<file path="src/rtl/mem_copy_dma_pkg.sv">
// Shared state encoding and address constants for the memory-copy DMA.
package mem_copy_dma_pkg;

  typedef enum logic [1:0] {
    S_IDLE  = 2'd0,
    S_READ  = 2'd1,
    S_WRITE = 2'd2,
    S_FIN   = 2'd3
  } dma_state_t;

  localparam int unsigned IO_BASE = 248;

endpackage

</file>
<file path="src/rtl/mem_copy_dma.sv">
// Word-at-a-time memory copy engine: READ then WRITE per word, one-cycle DONE pulse.
// Optional fill mode (write a constant, one word per cycle) enabled by macro DMA_FILL_EN.
module mem_copy_dma
  import mem_copy_dma_pkg::*;
#(
  parameter int ADDR_W = 8,
  parameter int DATA_W = 8
) (
  input  logic              CLK,
  input  logic              RESET_N,
  input  logic              START,
  input  logic [ADDR_W-1:0] SRC,
  input  logic [ADDR_W-1:0] DST,
  input  logic [7:0]        LEN,
`ifdef DMA_FILL_EN
  input  logic              FILL,
  input  logic [DATA_W-1:0] FILL_VAL,
`endif
  input  logic [DATA_W-1:0] Q,
  output logic [ADDR_W-1:0] ADDR,
  output logic [DATA_W-1:0] DATA,
  output logic              MW,
  output logic              BUSY,
  output logic              DONE
);

  dma_state_t        r_state;
  logic [ADDR_W-1:0] r_src;
  logic [ADDR_W-1:0] r_dst;
  logic [7:0]        r_cnt;
  logic [DATA_W-1:0] r_buf;
  logic [ADDR_W-1:0] r_addr;
  logic              r_mw;
  logic              r_busy;
  logic              r_done;
`ifdef DMA_FILL_EN
  logic              r_fill;
`endif

  // Outputs are registered one state ahead, so each transition also loads the next state's bus values.
  always_ff @(posedge CLK or negedge RESET_N) begin
    if (!RESET_N) begin
      r_state <= S_IDLE;
      r_src   <= '0;
      r_dst   <= '0;
      r_cnt   <= '0;
      r_buf   <= '0;
      r_addr  <= '0;
      r_mw    <= 1'b0;
      r_busy  <= 1'b0;
      r_done  <= 1'b0;
`ifdef DMA_FILL_EN
      r_fill  <= 1'b0;
`endif
    end else begin
      case (r_state)
        S_IDLE: begin
          r_addr <= '0;
          r_mw   <= 1'b0;
          r_done <= 1'b0;
          if (START) begin
            r_busy <= 1'b1;
            if (LEN == 8'd0) begin
              r_state <= S_FIN;
              r_done  <= 1'b1;
            end else begin
              r_src <= SRC;
              r_dst <= DST;
              r_cnt <= LEN;
`ifdef DMA_FILL_EN
              r_fill <= FILL;
              if (FILL) begin
                r_state <= S_WRITE;
                r_addr  <= DST;
                r_buf   <= FILL_VAL;
                r_mw    <= 1'b1;
              end else begin
                r_state <= S_READ;
                r_addr  <= SRC;
              end
`else
              r_state <= S_READ;
              r_addr  <= SRC;
`endif
            end
          end
        end
        S_READ: begin
          r_buf   <= Q;
          r_state <= S_WRITE;
          r_addr  <= r_dst;
          r_mw    <= 1'b1;
        end
        S_WRITE: begin
          r_src <= r_src + ADDR_W'(1);
          r_dst <= r_dst + ADDR_W'(1);
          r_cnt <= r_cnt - 8'd1;
          if (r_cnt == 8'd1) begin
            r_state <= S_FIN;
            r_addr  <= '0;
            r_mw    <= 1'b0;
            r_done  <= 1'b1;
`ifdef DMA_FILL_EN
          end else if (r_fill) begin
            r_state <= S_WRITE;
            r_addr  <= r_dst + ADDR_W'(1);
            r_mw    <= 1'b1;
`endif
          end else begin
            r_state <= S_READ;
            r_addr  <= r_src + ADDR_W'(1);
            r_mw    <= 1'b0;
          end
        end
        S_FIN: begin
          r_state <= S_IDLE;
          r_done  <= 1'b0;
          r_busy  <= 1'b0;
        end
        default: begin
          r_state <= S_IDLE;
          r_addr  <= '0;
          r_mw    <= 1'b0;
          r_busy  <= 1'b0;
          r_done  <= 1'b0;
        end
      endcase
    end
  end

  assign ADDR = r_addr;
  assign DATA = r_mw ? r_buf : '0;
  assign MW   = r_mw;
  assign BUSY = r_busy;
  assign DONE = r_done;

endmodule
</file>
<file path="config.mk">
export PLATFORM = sky130hd
export DESIGN_NAME = mem_copy_dma
export DESIGN_NICKNAME = d
export VERILOG_FILES = /design/src/rtl/mem_copy_dma_pkg.sv /design/src/rtl/mem_copy_dma.sv
export SDC_FILE = /design/constraint.sdc
export NUM_CORES = 1
export LEC_CHECK = 0
export ABC_AREA = 0
export CAP_MARGIN = 0
export CORE_MARGIN = 3
export CORE_UTILIZATION = 50
export CTS_BUF_LIST = sky130_fd_sc_hd__clkbuf_4 sky130_fd_sc_hd__clkbuf_8 sky130_fd_sc_hd__clkbuf_16
export DETAILED_ROUTE_END_ITERATION = 10
export PLACE_DENSITY_LB_ADDON = 0.15
export REMOVE_ABC_BUFFERS = 1
export SLEW_MARGIN = 25
export SYNTH_ARGS = -nofsm -noshare
export SYNTH_HDL_FRONTEND = slang
export SYNTH_SLANG_ARGS = --single-unit
</file>
<file path="constraint.sdc">
create_clock -name CLK -period 4.75 [get_ports CLK]
set_input_delay 0.95 -clock CLK [delete_from_list [all_inputs] [get_ports CLK]]
set_output_delay 0.95 -clock CLK [all_outputs]
set_load 0.01 [all_outputs]
</file>
**Word-level counts from Yosys, hierarchy flattened**

Index checks and enable logic that the tools add are counted.

- Bits in registers: 45
- Input port bits: 35
- Word-level logic and storage cells: 55

- Add/sub/neg operators: 3
- Equal/unequal tests: 7
- Multiplexer cells: 25
- Reduce and logical (&&, ||, !) cells: 11

Operators with widths:

| cell | number |
|---|---|
| two-way mux 8 bit | 10 |
| one-hot mux 8 bit (2 select lines) | 3 |
| one-hot mux 8 bit (3 select lines) | 1 |
| adder 8 x 1 -> 8 bit (second input constant) | 2 |
| equality test 8 x 1 -> 1 bit (second input constant) | 1 |
| logical NOT 8 bit | 1 |
| one-hot mux 2 bit (4 select lines) | 1 |
| subtractor 8 x 1 -> 8 bit (second input constant) | 1 |
| two-way mux 2 bit | 3 |
| != test 2 bit (second input constant) | 3 |
| nonzero test 2 bit | 3 |
| nonzero test 3 bit | 2 |
| equality test 2 bit (second input constant) | 2 |
| two-way mux 1 bit | 4 |
| one-hot mux 1 bit (2 select lines) | 2 |
| AND reduction 2 bit | 2 |
| one-hot mux 1 bit (3 select lines) | 1 |
| AND reduction 3 bit | 1 |
| equality test 2 x 1 -> 1 bit (second input constant) | 1 |
| logical NOT 2 bit | 1 |
| OR reduction 2 bit | 1 |

**Depth between registers and ports, before layout**

Gate-level depths: netlist (run 1).

- Depth in word-level cells: 4
- Depth in mapped cells: 8
- Mapped depth without buffers: 7

**Worst setup path after synthesis (run 1)**

No wires, ideal clock.

- Path type: input -> register
- Start: input LEN[3]
- End: register r_src[6]
- Library setup time: 131 ps
- Arrival: 2,234 ps
- Required time: 4,619 ps
- Slack: 2,385 ps
- Cell stages on the path: 6
- Buffers on the path: 1
- Path through: or4_4 -> o21ai_4 -> buf_6 -> a2111oi_0 -> a311oi_1 -> o21ai_1

- Cells in the longest elaborated chain, start to end: 3

Ends and longest elaborated chain:

| element | line | source |
|---|---|---|
| start, declared | mem_copy_dma.sv:14 | `input logic [7:0] LEN,` |
| logical NOT 8 bit | mem_copy_dma.sv:63 | `if (LEN == 8'd0) begin` |
| != test 2 bit (no line) | n/a |  |
| AND reduction 3 bit (no line) | n/a |  |
| end signal, assigned | mem_copy_dma.sv:95 | `r_src <= r_src + ADDR_W'(1);` |
| end, declared | mem_copy_dma.sv:28 | `logic [ADDR_W-1:0] r_src;` |

Every way passes these cells.
A chain may end at the register's enable or synchronous reset.

**Final worst setup path (run 1)**

- Start: input LEN[3]
- End: register r_addr[1], in the netlist ADDR[1]

- Cells in the longest elaborated chain, start to end: 4

Ends and longest elaborated chain:

| element | line | source |
|---|---|---|
| logical NOT 8 bit | mem_copy_dma.sv:63 |  |
| two-way mux 8 bit | mem_copy_dma.sv:63 |  |
| two-way mux 8 bit | mem_copy_dma.sv:61 | `if (START) begin` |
| one-hot mux 8 bit (3 select lines) | mem_copy_dma.sv:56 | `case (r_state)` |
| end signal, assigned | mem_copy_dma.sv:91 | `r_addr <= r_dst;` |
| end signal, assigned | mem_copy_dma.sv:111 | `r_addr <= r_src + ADDR_W'(1);` |
| end, declared | mem_copy_dma.sv:32 | `logic [ADDR_W-1:0] r_addr;` |

Every way passes these cells.

==> metrics.cfg, run 1 <==
[run_status]
outcome = finished clean

[pwr]
p_seq_frac = 0.354
internal_power_uw = 1250
p_leak_uw = 0.00140
max-vdd-ir-drop_mv = 0.270
combinationalPowerShare = 0.533
clkPwrFrac = 0.113
power_uw = 2140
p_per_area_nw_per_um2 = 636
p_sw_frac = 0.419
switching_power_uw = 898

[sta]
rsz0062_at_grt = false
finalSetupViolCount = 0
fin_ws_ns = 1.88
finalClockSkew_ns = 0.00513
slew_headroom = 0.567
finalSetupTns_ns = 0
max_freq_ghz = 0.349
layout_min_cycle_time_ns = 2.87
drv_slew = 0
fin_crit_sh = 0.603
tightest_slew_ns = 0.648
final_hold_viol_count = 0

[clocking]
cts.repair.resized = 0
numClockSinks = 45
cts_max_path_buffers = 2
tritoncts = yes
cts_made_buffers = 5
clkTransAtPathRegs_ns = 0.09
clock_latency_ns = 0.30
post_cts_buffers = 0
hold_buffers = 0
cts_root_buf = clkbuf_8
cts_htree_levels = 2

[placed_design]
pre_cts_slack_ns = 1.59
dp.cells = 406
portBuffers = 53
gp_congestion = 0.815
placed_area_um2 = 3280
dp_hpwl_um = 4420

[detailed_routing]
vias_per_cell = 5.88
ant_nets = 0
drt-pass1-iter-count = 5
vias = 2435
drtIter0Drc = 235
drc = 0
wl_per_cell_um = 15.4
wl_um = 6370

[critical_path]
cp-end-kind = flop
cp_data_required_time_ns = 4.92
crit_type = in2reg
cp_data_arrival_time_ns = 3.03
cp_max_fo = 14
start_kind = input pin

[floorplanning]
start_util = 0.524
boundaryPins = 54
die_h_um = 79.8
std_cell_rows = 26
dieArea_um2 = 6370
die_x_um = 79.8
fp.coreArea_um2 = 5200

[global_routing]
grt_first_pass_wirelength_um = 10900
grt_max_degree = 51
grt_overflow_total = 0
antenna_found_initial = 0
grt_pass1_vias = 2278
grt_usage = 0.214

[min_path]
worstHoldPathType = reg2reg

[synthesis]
ys_ff_latch = 45
ys_types = 50
netlist_instances = 296
syn-cell-area_um2 = 2730
ys_seq_area_frac = 0.413
synth-async-reset-ratio = 1.00
ys.flop_type = dfrtp_1
ys.warnings.count = 0
synth_edf_count = 0
syn-mean-instance-area_um2 = 9.21

[finish]
fin_cells = 414
synthToLayoutAreaGrowth_pct = 23.7
fin_nets = 387
n_antenna_cell = 0
final_cell_area_um2 = 3370
post_route_cells_drive_above_1_share = 0.0901

[run]
cap_violations = 0

==> registers in the layout, summed over array words and instances (netlist names) <==
signal,count
r_dst,8
BUSY,1
r_buf,8
r_src,8
r_state,2
MW,1
ADDR,8
r_cnt,8
DONE,1
==> routing by layer <==
layer,global-route usage,part of all wire,vias up
li1,-,-,1181
met5,0,0,-
met2,0.337,0.47,83
met4,0.0541,0.013,0
met3,0.0395,0.056,10
met1,0.303,0.46,1161
==> power groups by stage <==
stage / Clock (uW) / Combinational [uW] / Sequential, uW
5_1_grt: 266 / 1270 / 792
6_report: 242 / 1140 / 759
3_3_place_gp: 0 / 1120 / 756
2_1_floorplan: 0 / 770 / 735
3_5_place_dp: 0 / 1140 / 762
4_1_cts: 247 / 1140 / 756
==> logic make-up (layout without fill, tap and decap cells) <==
family	after synthesis	after routing	synth area share
flip-flops	45	45	0.413
AO/OA/AOI/OAI	85	85	0.212
XOR/XNOR	6	6	0.0193
buffers and inverters	28	76	0.0454
multiplexers	15	15	0.0592
adder cells (fa/ha/maj)	9	9	0.0413
AND/OR/NAND/NOR	108	108	0.210
==> Yosys cell counts (6+ instances only) <==
master / count / area, um2
o21ai_0: 13 / 65.1
a21oi_1: 29 / 145
mux2_2: 9 / 101
and2_1: 11 / 68.8
o22ai_1: 8 / 50.1
nand3_1: 8 / 40.0
nor2_1: 18 / 67.6
inv_1: 13 / 48.8
mux2i_1: 6 / 60.1
nand2_1: 29 / 109
ha_1: 9 / 113
and3_1: 12 / 75.1
dfrtp_1: 45 / 1130
nor3_1: 10 / 50.1
clkbuf_1: 9 / 33.8
==> stage by stage <==
| step | utilization | hold WS, ns |
|---|---|---|
| floorplan | - | 0.473 |
| global placement | 0.631 | 0.481 |
| detailed placement | 0.631 | 0.489 |
| CTS | 0.647 | 0.509 |
| global route | 0.648 | 0.532 |
| finish | 0.648 | 0.505 |
==> critical path, cell delays in order <==
cell	delay [ns]
clkdlybuf4s50_1	0.42
or4_4	0.57
o21ai_4	0.41
nor2_1	0.27
a221oi_1	0.34
a21oi_1	0.07
==> cell type report <==
type                       count  area (um2)
clock buffer                   6        76.3
clock inverter                 2        10.0
fill                         461        1830
inverter                      13        48.8
multi-input combinational    223        1480
sequential                    45        1130
tap                           70        87.6
timing repair buffer          55         543
==> cells in the final DEF (no fill, tap or decap), drive strengths merged, types with 4 or more instances in the layout <==
master / instances
and3: 12
nand3: 8
and2: 11
a41o: 5
o21ai: 15
o22ai: 8
clkbuf: 6
a21oi: 29
a221oi: 5
nor2: 18
inv: 13
mux2i: 6
a2bb2oi: 5
dfrtp: 45
clkdlybuf4s50: 52
nand2: 30
nand2b: 5
xnor2: 4
ha: 9
nor3: 12
mux2: 9
==> final timing paths <==
path,from,endpoint,slack [ns],depth (start not counted)
setup reg to reg,r_state[0]$_DFFE_PN0P_,r_dst[7]$_DFFE_PN0P_,2.51,6
min in group asynchronous,RESET_N,r_buf[0]$_DFFE_PN0N_,0.64,1
setup / recovery,LEN[3],ADDR[1]$_DFFE_PN0P_,1.88,6
hold reg to reg,r_buf[1]$_DFFE_PN0N_,r_buf[1]$_DFFE_PN0N_,0.50,1
hold / removal,r_buf[1]$_DFFE_PN0N_,r_buf[1]$_DFFE_PN0N_,0.50,1
max in group asynchronous,RESET_N,r_cnt[3]$_DFFE_PN0P_,3.71,1
No activity file was read; power rests on OpenSTA's default activity.
==> run 2, diff against run 1 <==
CORE_UTILIZATION = 47   (was 50)
clock period = 2.3 ns   (was 4.75 ns; I/O delays follow)
==> run 2 against run 1 <==
Total power up 110%. Global-route usage grew 1.0 points. Sequential power up 110%. Non-clock buffer count increased by 15. Clock power grew 110%. Die area grew 5.9%. Worst setup slack lost 1.8 ns. Final area increased by 4.2%. Largest cell class unchanged. Utilization fell by 1.8 points. Sequential cell count is the same. Highest routed layer unchanged. Sequential share of layout area fell by 1.3 points. Clock skew is 0.0058 ns higher.
==> metrics.cfg, run 2 (synthesized netlist as in run 1, its figures left out) <==
[run_status]
outcome = finished clean

[critical_path]
crit_type = in2reg
cp_data_arrival_time_ns = 2.43  ; -0.60 ns
crit_cells = 7  ; +1
max_stage_delay_ns = 0.57  ; about the same
reg2reg_to = ADDR[0]$_DFFE_PN0P_
cp_data_required_time_ns = 2.53  ; -2.39 ns
r2r_cells = 5  ; -1
cp_cell_sequence = clkdlybuf4s50_1 > or4_4 > o21ai_4 > buf_4 > o32ai_1 > a41o_1 > nor3_1
cp_num_buf_inv = 2  ; +1
endpoint = r_dst[5]$_DFFE_PN0P_
critPathSlowestCell = or4_4
regToRegStartpoint = r_cnt[4]$_DFFE_PN0P_
cp_max_fo = 6  ; -8
crit_family = simple AND/OR/NAND/NOR gates
start_kind = input pin
crit_start = LEN[3]
r2r_setup_slack_ns = 0.35  ; -2.16 ns
cp-end-kind = flop

[finish]
post_route_cells_drive_above_1_share = 0.131  ; +0.0408
n_antenna_cell = 0  ; unchanged
most-common-layout-cells = 52 x clkdlybuf4s50_1, 45 x dfrtp_1, 29 x nand2_1, 29 x a21oi_1, 17 x nor2_1
fill_cells = 472  ; +2.4%
synthToLayoutAreaGrowth_pct = 28.8
fin_util = 0.630  ; -0.0178
final_common_cell = clkdlybuf4s50_1
final_cell_area_um2 = 3510  ; +4.2%
fin_cells = 431  ; +4.1%
fin_nets = 402  ; +3.9%

[floorplanning]
std_cell_rows = 27  ; +3.8%
start_util = 0.489  ; -0.0347
fp.coreArea_um2 = 5570  ; +7.1%
die_h_um = 82.2  ; +2.9%
die_x_um = 82.2  ; +2.9%
dieArea_um2 = 6750  ; +5.9%
boundaryPins = 54  ; unchanged

[sta]
finalSetupViolCount = 0  ; unchanged
finalSetupTns_ns = 0  ; unchanged
rsz0062_at_grt = false
whs_ns = 0.129  ; -0.375 ns
max_freq_ghz = 0.454
slew_headroom = 0.550  ; -0.0167
final_hold_viol_count = 0  ; unchanged
finalClockSkew_ns = 0.0110  ; +0.00582 ns
layout_min_cycle_time_ns = 2.20
fin_crit_sh = 0.958
tightest_slew_ns = 0.675  ; +0.0275 ns
drv_slew = 0  ; unchanged

[pwr]
p_leak_uw = 0.00148  ; +5.8%
p_per_area_nw_per_um2 = 1300  ; +100%
max-vdd-ir-drop_mv = 0.697  ; +160%

[global_routing]
grt_usage = 0.224  ; +0.0104
grt_overflow_total = 0  ; unchanged
antenna_found_initial = 0  ; unchanged
grt_pass1_vias = 2379  ; +4.4%
grt_first_pass_wirelength_um = 11700  ; +7.2%
grt_max_degree = 31  ; -39%

[clocking]
cts.repair.resized = 0  ; unchanged
clock_latency_ns = 0.30  ; about the same
clkTransAtPathRegs_ns = 0.09  ; about the same
cts_max_path_buffers = 2  ; unchanged
post_cts_buffers = 0  ; unchanged
cts_made_buffers = 5  ; unchanged
numClockSinks = 45  ; unchanged
cts_htree_levels = 2  ; unchanged
tritoncts = yes
hold_buffers = 0  ; unchanged
cts_root_buf = clkbuf_8

[detailed_routing]
drtIter0Drc = 201  ; -14%
wl_per_cell_um = 15.9  ; +3.6%
vias_per_cell = 5.74  ; -2.4%
ant_nets = 0  ; unchanged
drc = 0  ; unchanged
vias = 2474  ; +1.6%
drt-pass1-iter-count = 4  ; -1
wl_um = 6870  ; +7.8%

[placed_design]
dp.cells = 423  ; +4.2%
placed_area_um2 = 3420  ; +4.3%
dp_hpwl_um = 5020  ; +14%
portBuffers = 53  ; unchanged
gp_congestion = 0.866  ; +6.3%

[run]
cap_violations = 0  ; unchanged

[min_path]
worstHoldPathType = in2async

[run 2: changes by cell type in the layout (fill, tap and decap cells not counted)]
| cell | previous run | this run |
|---|---|---|
| nor2_1 | 18 | 17 |
| buf_4 | 3 | 15 |
| buf_12 | 0 | 2 |
| nor2_2 | 0 | 1 |
| buf_2 | 0 | 1 |
[run 2: metal layers]
metal	vias to the layer above	track usage	part of all wire
li1	1215	-	-
met5	-	0	0
met1	1179	0.305	0.49
met4	0	0.0465	0.0092
met3	6	0.0521	0.048
met2	74	0.366	0.46
[run 2: power by group]
| part | leakage (uW) | internal [uW] | switching (uW) |
|---|---|---|---|
| sequential | 0.000519 | 1180 | 405 |
| clock | 0.0000484 | 223 | 275 |
| combinational | 0.000913 | 1250 | 1240 |
[run 2: final cells by class]
class / count / area [um2] / share of cell area
clock buffer: 6 / 76.3 / 0.0217
multi-input combinational: 223 / 1480 / 0.422
clock inverter: 2 / 10.0 / 0.00285
tap: 72 / 90.1 / 0.0257
timing repair buffer: 70 / 678 / 0.193
inverter: 13 / 48.8 / 0.0139
sequential: 45 / 1130 / 0.321
[run 2: stage by stage]
stage               setup slack [ns]  power, uW
floorplan                      -1.18       3110
global placement              -0.157       4000
detailed placement            -0.283       4080
CTS                           0.0577       4590
global route                  0.0578       4990
finish                        0.0962       4570
[run 2: worst min path at each step]
stage | depth (start not counted) | to | start
2_1_floorplan | 0 | ADDR[0]$_DFFE_PN0P_ | RESET_N
3_3_place_gp | 1 | r_buf[5]$_DFFE_PN0N_ | RESET_N
3_5_place_dp | 1 | r_buf[5]$_DFFE_PN0N_ | RESET_N
4_1_cts | 1 | r_buf[5]$_DFFE_PN0N_ | RESET_N
5_1_grt | 1 | r_buf[5]$_DFFE_PN0N_ | RESET_N
6_report | 1 | r_buf[5]$_DFFE_PN0N_ | RESET_N
